<file path="src/rtl/nts_timestamp_mc_if.sv">
// nts_timestamp_mc bus bundle: 32-bit API bus plus shared TX header path.
// The DUT takes the slave modport; the host/TX side takes master.
interface nts_timestamp_mc_if #(
  parameter int CH_W = 2
);
  logic            i_api_cs;
  logic            i_api_we;
  logic [7:0]      i_api_address;
  logic [31:0]     i_api_write_data;
  logic [31:0]     o_api_read_data;
  logic            o_tx_wr_en;
  logic [CH_W-1:0] o_tx_channel;
  logic [2:0]      o_tx_ntp_header_block;
  logic [63:0]     o_tx_ntp_header_data;

  modport slave (
    input  i_api_cs,
    input  i_api_we,
    input  i_api_address,
    input  i_api_write_data,
    output o_api_read_data,
    output o_tx_wr_en,
    output o_tx_channel,
    output o_tx_ntp_header_block,
    output o_tx_ntp_header_data
  );

  modport master (
    output i_api_cs,
    output i_api_we,
    output i_api_address,
    output i_api_write_data,
    input  o_api_read_data,
    input  o_tx_wr_en,
    input  o_tx_channel,
    input  o_tx_ntp_header_block,
    input  o_tx_ntp_header_data
  );
endinterface

</file>
<file path="src/rtl/nts_timestamp_mc.sv">
// nts_timestamp_mc: multi-channel NTP server header emitter, round-robin.
// Optional per-channel burst counters under NTS_TIMESTAMP_MC_STATS_EN.
module nts_timestamp_mc #(
  parameter int CHANNELS          = 4,
  parameter int CH_W              = 2,
  parameter bit TX_OFS_EN_DEFAULT = 1'b1
) (
  input  logic                    i_clk,
  input  logic                    i_areset,
  input  logic [63:0]             i_ntp_time,
  input  logic [CHANNELS-1:0]     i_parser_clear,
  input  logic [CHANNELS-1:0]     i_parser_record_receive_timestamp,
  input  logic [CHANNELS-1:0]     i_parser_transmit,
  input  logic [64*CHANNELS-1:0]  i_parser_origin_timestamp,
  input  logic [3*CHANNELS-1:0]   i_parser_version_number,
  input  logic [8*CHANNELS-1:0]   i_parser_poll,
  output logic [CHANNELS-1:0]     o_parser_busy,
  nts_timestamp_mc_if.slave       tx_api
);

  typedef enum logic {IDLE, EMIT} state_t;

  state_t state_q, state_d;

  logic [63:0] rx_q   [CHANNELS];
  logic [63:0] rx_d   [CHANNELS];
  logic [63:0] org_q  [CHANNELS];
  logic [63:0] org_d  [CHANNELS];
  logic [2:0]  vn_q   [CHANNELS];
  logic [2:0]  vn_d   [CHANNELS];
  logic [7:0]  poll_q [CHANNELS];
  logic [7:0]  poll_d [CHANNELS];

  logic [CHANNELS-1:0] pend_q, pend_d;

  logic [31:0] cfg_q, cfg_d;
  logic [31:0] rdly_q, rdly_d;
  logic [31:0] rdsp_q, rdsp_d;
  logic [31:0] refid_q, refid_d;
  logic [31:0] ofs_q, ofs_d;
  logic [31:0] rdata_q, rdata_d;

  logic [CH_W-1:0] grant_q, grant_d;
  logic [CH_W-1:0] ptr_q, ptr_d;
  logic [2:0]      blk_q, blk_d;
  logic [63:0]     ts_q, ts_d;
  logic [63:0]     rxg_q, rxg_d;

  logic            wr_q, wr_d;
  logic [CH_W-1:0] ch_q, ch_d;
  logic [2:0]      ob_q, ob_d;
  logic [63:0]     dat_q, dat_d;

`ifdef NTS_TIMESTAMP_MC_STATS_EN
  logic [31:0] cnt_q [CHANNELS];
  logic [31:0] cnt_d [CHANNELS];
`endif

  logic            found;
  logic [CH_W-1:0] sel;
  logic [CH_W:0]   idx;
  logic [2:0]      vn_g;

  function automatic logic [2:0] vn_fix(input logic [2:0] v);
    return (v == 3'd3 || v == 3'd4) ? v : 3'd4;
  endfunction

  // Round-robin pick: first pending channel at or after the pointer.
  always_comb begin
    found = 1'b0;
    sel   = '0;
    idx   = '0;
    for (int i = 0; i < CHANNELS; i++) begin
      idx = {1'b0, ptr_q} + (CH_W+1)'(i);
      if (idx >= (CH_W+1)'(CHANNELS))
        idx = idx - (CH_W+1)'(CHANNELS);
      if (!found && pend_q[idx[CH_W-1:0]]) begin
        found = 1'b1;
        sel   = idx[CH_W-1:0];
      end
    end
  end

  // A channel stays busy until its own burst has fully left.
  always_comb begin
    o_parser_busy = pend_q;
    if (state_q == EMIT)
      o_parser_busy[grant_q] = 1'b1;
  end

  // API, per-channel request state and emit FSM next-state logic.
  always_comb begin
    state_d = state_q;
    rx_d    = rx_q;
    org_d   = org_q;
    vn_d    = vn_q;
    poll_d  = poll_q;
    pend_d  = pend_q;
    cfg_d   = cfg_q;
    rdly_d  = rdly_q;
    rdsp_d  = rdsp_q;
    refid_d = refid_q;
    ofs_d   = ofs_q;
    rdata_d = '0;
    grant_d = grant_q;
    ptr_d   = ptr_q;
    blk_d   = blk_q;
    ts_d    = ts_q;
    rxg_d   = rxg_q;
    wr_d    = 1'b0;
    ch_d    = '0;
    ob_d    = '0;
    dat_d   = '0;
    vn_g    = vn_fix(vn_q[grant_q]);
`ifdef NTS_TIMESTAMP_MC_STATS_EN
    cnt_d   = cnt_q;
`endif

    if (tx_api.i_api_cs && !tx_api.i_api_we) begin
      case (tx_api.i_api_address)
        8'h00:   rdata_d = 32'h7469_6d65;
        8'h01:   rdata_d = 32'h7374_6d70;
        8'h02:   rdata_d = 32'h0002_0000;
        8'h03:   rdata_d = 32'(CHANNELS);
        8'h10:   rdata_d = cfg_q;
        8'h11:   rdata_d = rdly_q;
        8'h12:   rdata_d = rdsp_q;
        8'h13:   rdata_d = refid_q;
        8'h14:   rdata_d = ofs_q;
        default: rdata_d = '0;
      endcase
`ifdef NTS_TIMESTAMP_MC_STATS_EN
      for (int c = 0; c < CHANNELS; c++)
        if (tx_api.i_api_address == 8'h20 + 8'(c))
          rdata_d = cnt_q[c];
`endif
    end

    if (tx_api.i_api_cs && tx_api.i_api_we) begin
      case (tx_api.i_api_address)
        8'h10:   cfg_d   = tx_api.i_api_write_data;
        8'h11:   rdly_d  = tx_api.i_api_write_data;
        8'h12:   rdsp_d  = tx_api.i_api_write_data;
        8'h13:   refid_d = tx_api.i_api_write_data;
        8'h14:   ofs_d   = tx_api.i_api_write_data;
        default: ;
      endcase
    end

    unique case (state_q)
      IDLE: begin
        if (found) begin
          state_d = EMIT;
          grant_d = sel;
          blk_d   = '0;
          rxg_d   = rx_q[sel];
          ts_d    = i_ntp_time +
                    (cfg_q[0] ? {32'h0, ofs_q} : 64'h0);
        end
      end
      EMIT: begin
        wr_d = 1'b1;
        ch_d = grant_q;
        ob_d = blk_q;
        unique case (blk_q)
          3'd0: dat_d = {cfg_q[31:30], vn_g, 3'd4,
                         cfg_q[23:16], poll_q[grant_q],
                         cfg_q[15:8], rdly_q};
          3'd1: dat_d = {rdsp_q, refid_q};
          3'd2: dat_d = {ts_q[63:32] - 32'd1, 32'h0};
          3'd3: dat_d = org_q[grant_q];
          3'd4: dat_d = rxg_q;
          3'd5: dat_d = ts_q;
          default: dat_d = '0;
        endcase
        if (blk_q == 3'd5) begin
          state_d         = IDLE;
          pend_d[grant_q] = 1'b0;
          ptr_d = (grant_q == CH_W'(CHANNELS-1)) ?
                  '0 : grant_q + 1'b1;
`ifdef NTS_TIMESTAMP_MC_STATS_EN
          if (cnt_q[grant_q] != 32'hffff_ffff)
            cnt_d[grant_q] = cnt_q[grant_q] + 32'd1;
`endif
        end else begin
          blk_d = blk_q + 3'd1;
        end
      end
      default: state_d = IDLE;
    endcase

`ifdef NTS_TIMESTAMP_MC_STATS_EN
    if (tx_api.i_api_cs && tx_api.i_api_we &&
        tx_api.i_api_address == 8'h1f)
      for (int c = 0; c < CHANNELS; c++)
        cnt_d[c] = '0;
`endif

    for (int c = 0; c < CHANNELS; c++) begin
      if (i_parser_clear[c]) begin
        rx_d[c]   = '0;
        pend_d[c] = 1'b0;
      end else begin
        if (i_parser_record_receive_timestamp[c])
          rx_d[c] = i_ntp_time;
        if (i_parser_transmit[c] && !o_parser_busy[c]) begin
          org_d[c]  = i_parser_origin_timestamp[64*c +: 64];
          vn_d[c]   = i_parser_version_number[3*c +: 3];
          poll_d[c] = i_parser_poll[8*c +: 8];
          pend_d[c] = 1'b1;
        end
      end
    end
  end

  // State registers with synchronous reset.
  always_ff @(posedge i_clk) begin
    if (i_areset) begin
      state_q <= IDLE;
      for (int c = 0; c < CHANNELS; c++) begin
        rx_q[c]   <= '0;
        org_q[c]  <= '0;
        vn_q[c]   <= '0;
        poll_q[c] <= '0;
`ifdef NTS_TIMESTAMP_MC_STATS_EN
        cnt_q[c]  <= '0;
`endif
      end
      pend_q  <= '0;
      cfg_q   <= {31'h0, TX_OFS_EN_DEFAULT};
      rdly_q  <= '0;
      rdsp_q  <= '0;
      refid_q <= '0;
      ofs_q   <= '0;
      rdata_q <= '0;
      grant_q <= '0;
      ptr_q   <= '0;
      blk_q   <= '0;
      ts_q    <= '0;
      rxg_q   <= '0;
      wr_q    <= 1'b0;
      ch_q    <= '0;
      ob_q    <= '0;
      dat_q   <= '0;
    end else begin
      state_q <= state_d;
      rx_q    <= rx_d;
      org_q   <= org_d;
      vn_q    <= vn_d;
      poll_q  <= poll_d;
`ifdef NTS_TIMESTAMP_MC_STATS_EN
      cnt_q   <= cnt_d;
`endif
      pend_q  <= pend_d;
      cfg_q   <= cfg_d;
      rdly_q  <= rdly_d;
      rdsp_q  <= rdsp_d;
      refid_q <= refid_d;
      ofs_q   <= ofs_d;
      rdata_q <= rdata_d;
      grant_q <= grant_d;
      ptr_q   <= ptr_d;
      blk_q   <= blk_d;
      ts_q    <= ts_d;
      rxg_q   <= rxg_d;
      wr_q    <= wr_d;
      ch_q    <= ch_d;
      ob_q    <= ob_d;
      dat_q   <= dat_d;
    end
  end

  assign tx_api.o_api_read_data       = rdata_q;
  assign tx_api.o_tx_wr_en            = wr_q;
  assign tx_api.o_tx_channel          = ch_q;
  assign tx_api.o_tx_ntp_header_block = ob_q;
  assign tx_api.o_tx_ntp_header_data  = dat_q;

endmodule

</file>
<file path="src/flat_wrapper.sv">
// flat-port wrapper written by rule: the top's interface ports become plain ports
module nts_timestamp_mc_flat 
#(
  parameter int CHANNELS          = 4,
  parameter int CH_W              = 2,
  parameter bit TX_OFS_EN_DEFAULT = 1'b1
)
  (i_clk, i_areset, i_ntp_time, i_parser_clear, i_parser_record_receive_timestamp, i_parser_transmit, i_parser_origin_timestamp, i_parser_version_number, i_parser_poll, o_parser_busy, tx_api_i_api_cs, tx_api_i_api_we, tx_api_i_api_address, tx_api_i_api_write_data, tx_api_o_api_read_data, tx_api_o_tx_wr_en, tx_api_o_tx_channel, tx_api_o_tx_ntp_header_block, tx_api_o_tx_ntp_header_data);
  nts_timestamp_mc_if #(.CH_W(CH_W)) tx_api_i ();
  input  logic i_clk;
  input  logic i_areset;
  input  logic [63:0] i_ntp_time;
  input  logic [CHANNELS-1:0] i_parser_clear;
  input  logic [CHANNELS-1:0] i_parser_record_receive_timestamp;
  input  logic [CHANNELS-1:0] i_parser_transmit;
  input  logic [64*CHANNELS-1:0] i_parser_origin_timestamp;
  input  logic [3*CHANNELS-1:0] i_parser_version_number;
  input  logic [8*CHANNELS-1:0] i_parser_poll;
  output logic [CHANNELS-1:0] o_parser_busy;
  input wire logic [$bits(tx_api_i.i_api_cs)-1:0] tx_api_i_api_cs;
  input wire logic [$bits(tx_api_i.i_api_we)-1:0] tx_api_i_api_we;
  input wire logic [$bits(tx_api_i.i_api_address)-1:0] tx_api_i_api_address;
  input wire logic [$bits(tx_api_i.i_api_write_data)-1:0] tx_api_i_api_write_data;
  output wire logic [$bits(tx_api_i.o_api_read_data)-1:0] tx_api_o_api_read_data;
  output wire logic [$bits(tx_api_i.o_tx_wr_en)-1:0] tx_api_o_tx_wr_en;
  output wire logic [$bits(tx_api_i.o_tx_channel)-1:0] tx_api_o_tx_channel;
  output wire logic [$bits(tx_api_i.o_tx_ntp_header_block)-1:0] tx_api_o_tx_ntp_header_block;
  output wire logic [$bits(tx_api_i.o_tx_ntp_header_data)-1:0] tx_api_o_tx_ntp_header_data;
  assign tx_api_i.i_api_cs = tx_api_i_api_cs;
  assign tx_api_i.i_api_we = tx_api_i_api_we;
  assign tx_api_i.i_api_address = tx_api_i_api_address;
  assign tx_api_i.i_api_write_data = tx_api_i_api_write_data;
  assign tx_api_o_api_read_data = tx_api_i.o_api_read_data;
  assign tx_api_o_tx_wr_en = tx_api_i.o_tx_wr_en;
  assign tx_api_o_tx_channel = tx_api_i.o_tx_channel;
  assign tx_api_o_tx_ntp_header_block = tx_api_i.o_tx_ntp_header_block;
  assign tx_api_o_tx_ntp_header_data = tx_api_i.o_tx_ntp_header_data;
  nts_timestamp_mc #(.CHANNELS(CHANNELS), .CH_W(CH_W), .TX_OFS_EN_DEFAULT(TX_OFS_EN_DEFAULT)) u_core (.i_clk(i_clk), .i_areset(i_areset), .i_ntp_time(i_ntp_time), .i_parser_clear(i_parser_clear), .i_parser_record_receive_timestamp(i_parser_record_receive_timestamp), .i_parser_transmit(i_parser_transmit), .i_parser_origin_timestamp(i_parser_origin_timestamp), .i_parser_version_number(i_parser_version_number), .i_parser_poll(i_parser_poll), .o_parser_busy(o_parser_busy), .tx_api(tx_api_i));
endmodule
</file>
<file path="config.mk">
export PLATFORM = sky130hd
export DESIGN_NAME = nts_timestamp_mc_flat
export DESIGN_NICKNAME = d
export VERILOG_FILES = /design/src/rtl/nts_timestamp_mc_if.sv /design/src/rtl/nts_timestamp_mc.sv /design/src/flat_wrapper.sv
export SDC_FILE = /design/constraint.sdc
export NUM_CORES = 2
export LEC_CHECK = 0
export BUFFER_PORTS_ARGS = -buffer_cell sky130_fd_sc_hd__buf_2
export CORE_MARGIN = 2
export CORE_UTILIZATION = 35
export CTS_BUF_LIST = sky130_fd_sc_hd__clkbuf_8
export DETAILED_ROUTE_END_ITERATION = 8
export SETUP_SLACK_MARGIN = 0.15
export SLEW_MARGIN = 20
export SYNTH_ARGS = -nofsm -noshare
export SYNTH_HDL_FRONTEND = slang
export SYNTH_SLANG_ARGS = --single-unit
</file>
<file path="constraint.sdc">
create_clock -name i_clk -period 3.41 [get_ports i_clk]
set_clock_uncertainty 0.1 [all_clocks]
set_input_delay 0.341 -clock i_clk [delete_from_list [all_inputs] [get_ports i_clk]]
set_output_delay 0.341 -clock i_clk [all_outputs]
set_load 0.01 [all_outputs]
</file>
# Word-level counts from Yosys, hierarchy flattened
# Cells that the tools add are included.
# totals
ff_bits,958
input_bits,420
out_inout_bits,106
word_cells,192
# op_classes
addsub,11
magnitude_cmp,12
eq_ne,18
n_mux,53
bitwise_logic,11
reduce_logical,51
# op_table
operator,count
case mux 64 bit (6 select lines),1
case mux 32 bit (9 select lines),1
binary-select mux 64 bit (select 2 bit),2
2-to-1 mux 64 bit,4
adder 64 bit,1
== test 8 x 5 -> 1 bit (second input constant),5
2-to-1 mux 32 bit,1
AND reduction 2 bit,16
subtractor 32 x 1 -> 32 bit (second input constant),1
2-to-1 mux 2 bit,9
binary-select mux 8 bit (select 2 bit),1
== test 8 x 2 -> 1 bit (second input constant),2
2-to-1 mux 1 bit,16
2-to-1 mux 8 bit,2
nonzero test 2 bit,8
>= comparator 3 bit (second input constant),5
less-than comparator 2 x 3 -> 1 bit (second input constant),5
2-to-1 mux 3 bit,5
2-to-1 mux 4 bit,3
OR reduction 2 bit,6
logical AND 1 bit,10
== test 3 x 2 -> 1 bit (second input constant),3
== test 3 bit (second input constant),3
binary-select mux 1 bit (select 2 bit),4
25 further kinds,42

# Logic depth before layout (Yosys ltp)
# depth
word_depth,18
depth_mapped,13
ltp_nobuf,11

# Worst setup path before layout
# Ideal clock, no wire load.
# synth_path
path_kind,reg-to-reg
from,register u_core.cfg_q[0]
to,register u_core.ts_q[44]
setup_ns,0.091
arrival_time_ns,3.173
required_time_ns,3.219
slack_ns,0.046
path_stages_with_launch,13
period_less_slack_ns,3.364
cell_sequence,dfxtp_1 -> clkbuf_1 -> and2_1 -> ha_1 -> fa_1 -> a211oi_1 -> nor4_2 -> a211o_1 -> a41o_2 -> o2111ai_4 -> a21oi_1 -> a21bo_2 -> a311oi_1
# synth_via
elab_chain_cells,2
# synth_rtl
element,line_no,source
"start, declared",nts_timestamp_mc.sv:36,"logic [31:0] cfg_q, cfg_d;"
"start signal, assigned",nts_timestamp_mc.sv:230,"cfg_q <= {31'h0, TX_OFS_EN_DEFAULT};"
"start signal, assigned",nts_timestamp_mc.sv:255,cfg_q <= cfg_d;
2-to-1 mux 32 bit,nts_timestamp_mc.sv:158,"(cfg_q[0] ? {32'h0, ofs_q} : 64'h0);"
adder 64 bit,nts_timestamp_mc.sv:157,ts_d = i_ntp_time +
"end signal, assigned",nts_timestamp_mc.sv:264,ts_q <= ts_d;
"end, declared",nts_timestamp_mc.sv:46,"logic [63:0] ts_q, ts_d;"
# No other way between the ends.
# A chain may end at the register's enable or synchronous reset.

# Worst setup path in the final report
# layout_path
from,register u_core.cfg_q[0]
to,register u_core.ts_q[39]
# The elaborated chain is that of the path after synthesis.

==> flow_summary.ini <==
[logic_synthesis]
synth_seq_cells = 958
yosys_warnings = 0
synthesis.nets = 5461
ys_seq_area_share_pct = 45.30
synth-edff-count = 0
synthArstFlopShare_pct = 0
ys_types = 77
dominantRegCellSynth = dfxtp_1
syn_area_sq_um = 42330
syn_inst = 4998
avgSynthCellArea_sq_um = 8.470

[cts]
cts_root_buffer = clkbuf_8
cts_max_level = 4
cts_tree = built
clkLatencyLatePin_ps = 870
numCtsBuffers = 166
cts_sinks = 958
path_clk_slew_ps = 60
clk_path_buf_depth = 3

[run_status]
status = finished, final reports clean

[route]
m1WireLength_microns = 74570
ant_nets = 0
firstDrtPassIters = 9
vias_per_cell = 5.585
drt_wl_total_microns = 192700
wl_met2_microns = 86090
drcViolationCount = 0
wire_per_inst_microns = 24.23
num_vias = 44410
wl_met3_microns = 18820
top_layer = met5
drtIter0Drc = 5675

[final_layout]
area_growth_pct = 38.90
final_util_pct = 49.01
final_common_cell = nand2_1
finalNetCount = 6660
final_cell_mix = nand2_1 (1185), dfxtp_1 (954), dlygate4sd3_1 (684)
fill_cells = 11160
final_layout_size_suffix_gt1_share_pct = 20.29

[critical_path]
r2r_setup_slack_ps = 100
r2r_end = u_core.ts_q[39]
worstReg2RegStart = u_core.cfg_q[0]
crit_type = flop to flop
cp_slowest_stage_delay_ps = 390
critPathMaxFanout = 6
cp_common_cell = buf_12
endpoint_kind = flop
startpoint = u_core.cfg_q[0]
arrival_ps = 3960
required_ps = 4060
start_kind = flop
r2r_cells = 15
crit_slowest_cell = dfxtp_4
cp_cell_sequence = buf_12, buf_16, and2_4, ha_4, a21o_1, a21oi_2, a211oi_2, buf_4, o31a_1, o32a_1, buf_12, buf_12, and3_4, xnor2_2, a211oi_2

[timing]
slew_headroom_pct = 26.93
fin_crit_sh_pct = 97.07
rsz0062_at_grt = yes
worstMarginPinSlew_ps = 1096
hold_ws_ps = 88.50
hold_viol_final = 0
post-route-min-period_ps = 3310
finalSetupTns_ps = 0
finalSetupViolCount = 0
fmax_ghz = 0.3021
final_max_slew_viol_count = 0

[global_routing]
gr-total-overflow = 0
grt_antenna_before_repair = 37
grt_max_degree = 135
grt_pass1_vias = 42700
grtUsageTotal_pct = 29.61
grt_pass1_wl_microns = 274200

[run]
cap_violations = 0

[hold_path]
min-delay-path-class = primary input to flop
hold_end = u_core.org_q[76]
holdCritStartpoint = i_parser_clear[2]
min_path_cells = 5

[die]
rows = 127
core_area_sq_um = 120000
die_w_microns = 351.8
dieArea_sq_um = 123700
initial_utilization_pct = 35.29
fp.dieH_microns = 351.8
io_pins = 526

[power_and_ir_drop]
cellLeakagePower_nw = 22.42
p_per_area_nw_per_um2 = 459.0
ir_drop_mv = 0.3690

[placed_design]
place_congestion = 0.9851
port_buffers = 525
hpwl_microns = 123600
==> synthesized netlist by cell type, types with 36 or more instances <==
master / n / area share (%)
a211oi_1: 87 / 1.5
a21oi_1: 692 / 8.2
a222oi_1: 47 / 1.1
a311oi_1: 80 / 1.7
and2_1: 109 / 1.6
buf_1: 51 / 0.45
clkbuf_1: 345 / 3.1
dfxtp_1: 958 / 45
ha_1: 42 / 1.2
mux2_2: 89 / 2.4
mux2i_1: 290 / 6.9
mux4_2: 72 / 3.8
nand2_1: 1185 / 11
nand3_1: 39 / 0.46
nor2_1: 445 / 3.9
o21ai_0: 74 / 0.87
xor2_1: 36 / 0.74
==> worst max path at each step <==
stage / cells after the start / slack (ps) / endpoint
3_3_place_gp: 13 / -60 / u_core.ts_q[26]
6_report: 15 / 100 / u_core.ts_q[39]
3_5_place_dp: 13 / -60 / u_core.ts_q[26]
5_1_grt: 13 / 40 / u_core.ts_q[42]
2_1_floorplan: 13 / 160 / u_core.ts_q[36]
4_1_cts: 13 / 150 / u_core.ts_q[46]
==> per-layer routing <==
metal,vias up,GRT usage [%]
met4,16,17.99
met2,2704,46.08
li1,19740,-
met5,-,0.8242
met1,21190,37.14
met3,757,6.857
==> stage by stage <==
stage | total power (W) | instance area, sq um | cells | setup slack (ps)
detailed placement | 0.01523 | 47550 | 6928 | -61.06
global route | 0.02787 | 58780 | 7941 | 40.55
finish | 0.02699 | 58800 | 7951 | 99.96
floorplan | 0.01379 | 42340 | 4998 | 156.5
CTS | 0.02688 | 58270 | 7916 | 151.9
global placement | 0.01520 | 47550 | 6928 | -58.08
==> repair_timing <==
action,in CTS,in global routing
resized for setup,41,55
hold endpoints to repair,782,0
cloned,3,4
pin swaps,17,33
hold buffers,684,0
setup endpoints to repair,28,53
buffers inserted,15,7
==> area by class of cell <==
| type | instances | area, sq um | area share (%) |
|---|---|---|---|
| multi-input cells | 3606 | 22120 | 37.61 |
| flip-flops and latches | 958 | 19190 | 32.64 |
| repair buffers | 1438 | 11840 | 20.13 |
| clock buffers | 206 | 2835 | 4.822 |
| well taps | 1612 | 2017 | 3.430 |
| clock inverters | 80 | 639.4 | 1.087 |
| inverters | 27 | 101.3 | 0.1724 |
| diodes | 24 | 60.06 | 0.1021 |
==> cells by family after synthesis <==
logic type                 after synthesis  share of synthesized area, %
muxes                                  451                         13.05
buffers and inverters                  435                         3.955
adders and majority gates               43                         1.289
and+or+nand+nor                       1911                         18.69
AOI/OAI and AO/OA                     1131                         16.28
DFF                                    958                         45.30
xor gates and xnor gates                69                         1.428
==> power by group <==
part	total (W)	switching, W	internal [W]
Sequential	0.0120	0.000365	0.0116
Clock	0.0112	0.00517	0.00602
Combinational	0.00382	0.00222	0.00159
==> worst max-delay path, delay by kind of cell, from the launching register on <==
family	cells	cell delay [ps]
AOI/OAI and AO/OA	6	1370
xor gates and xnor gates	1	130
adders and majority gates	1	170
buffers and inverters	5	720
DFF	1	390
and+or+nand+nor	2	310
==> state kept, by name (all words and copies together) (netlist names), 64 cells and up <==
register                            count
u_core.org_q                          256
u_core.rx_q                           256
u_core.rxg_q                           64
u_core.ts_q                            64
u_core.tx_api.o_tx_ntp_header_data     64
Note: power is estimated with default switching activity, not from simulation.
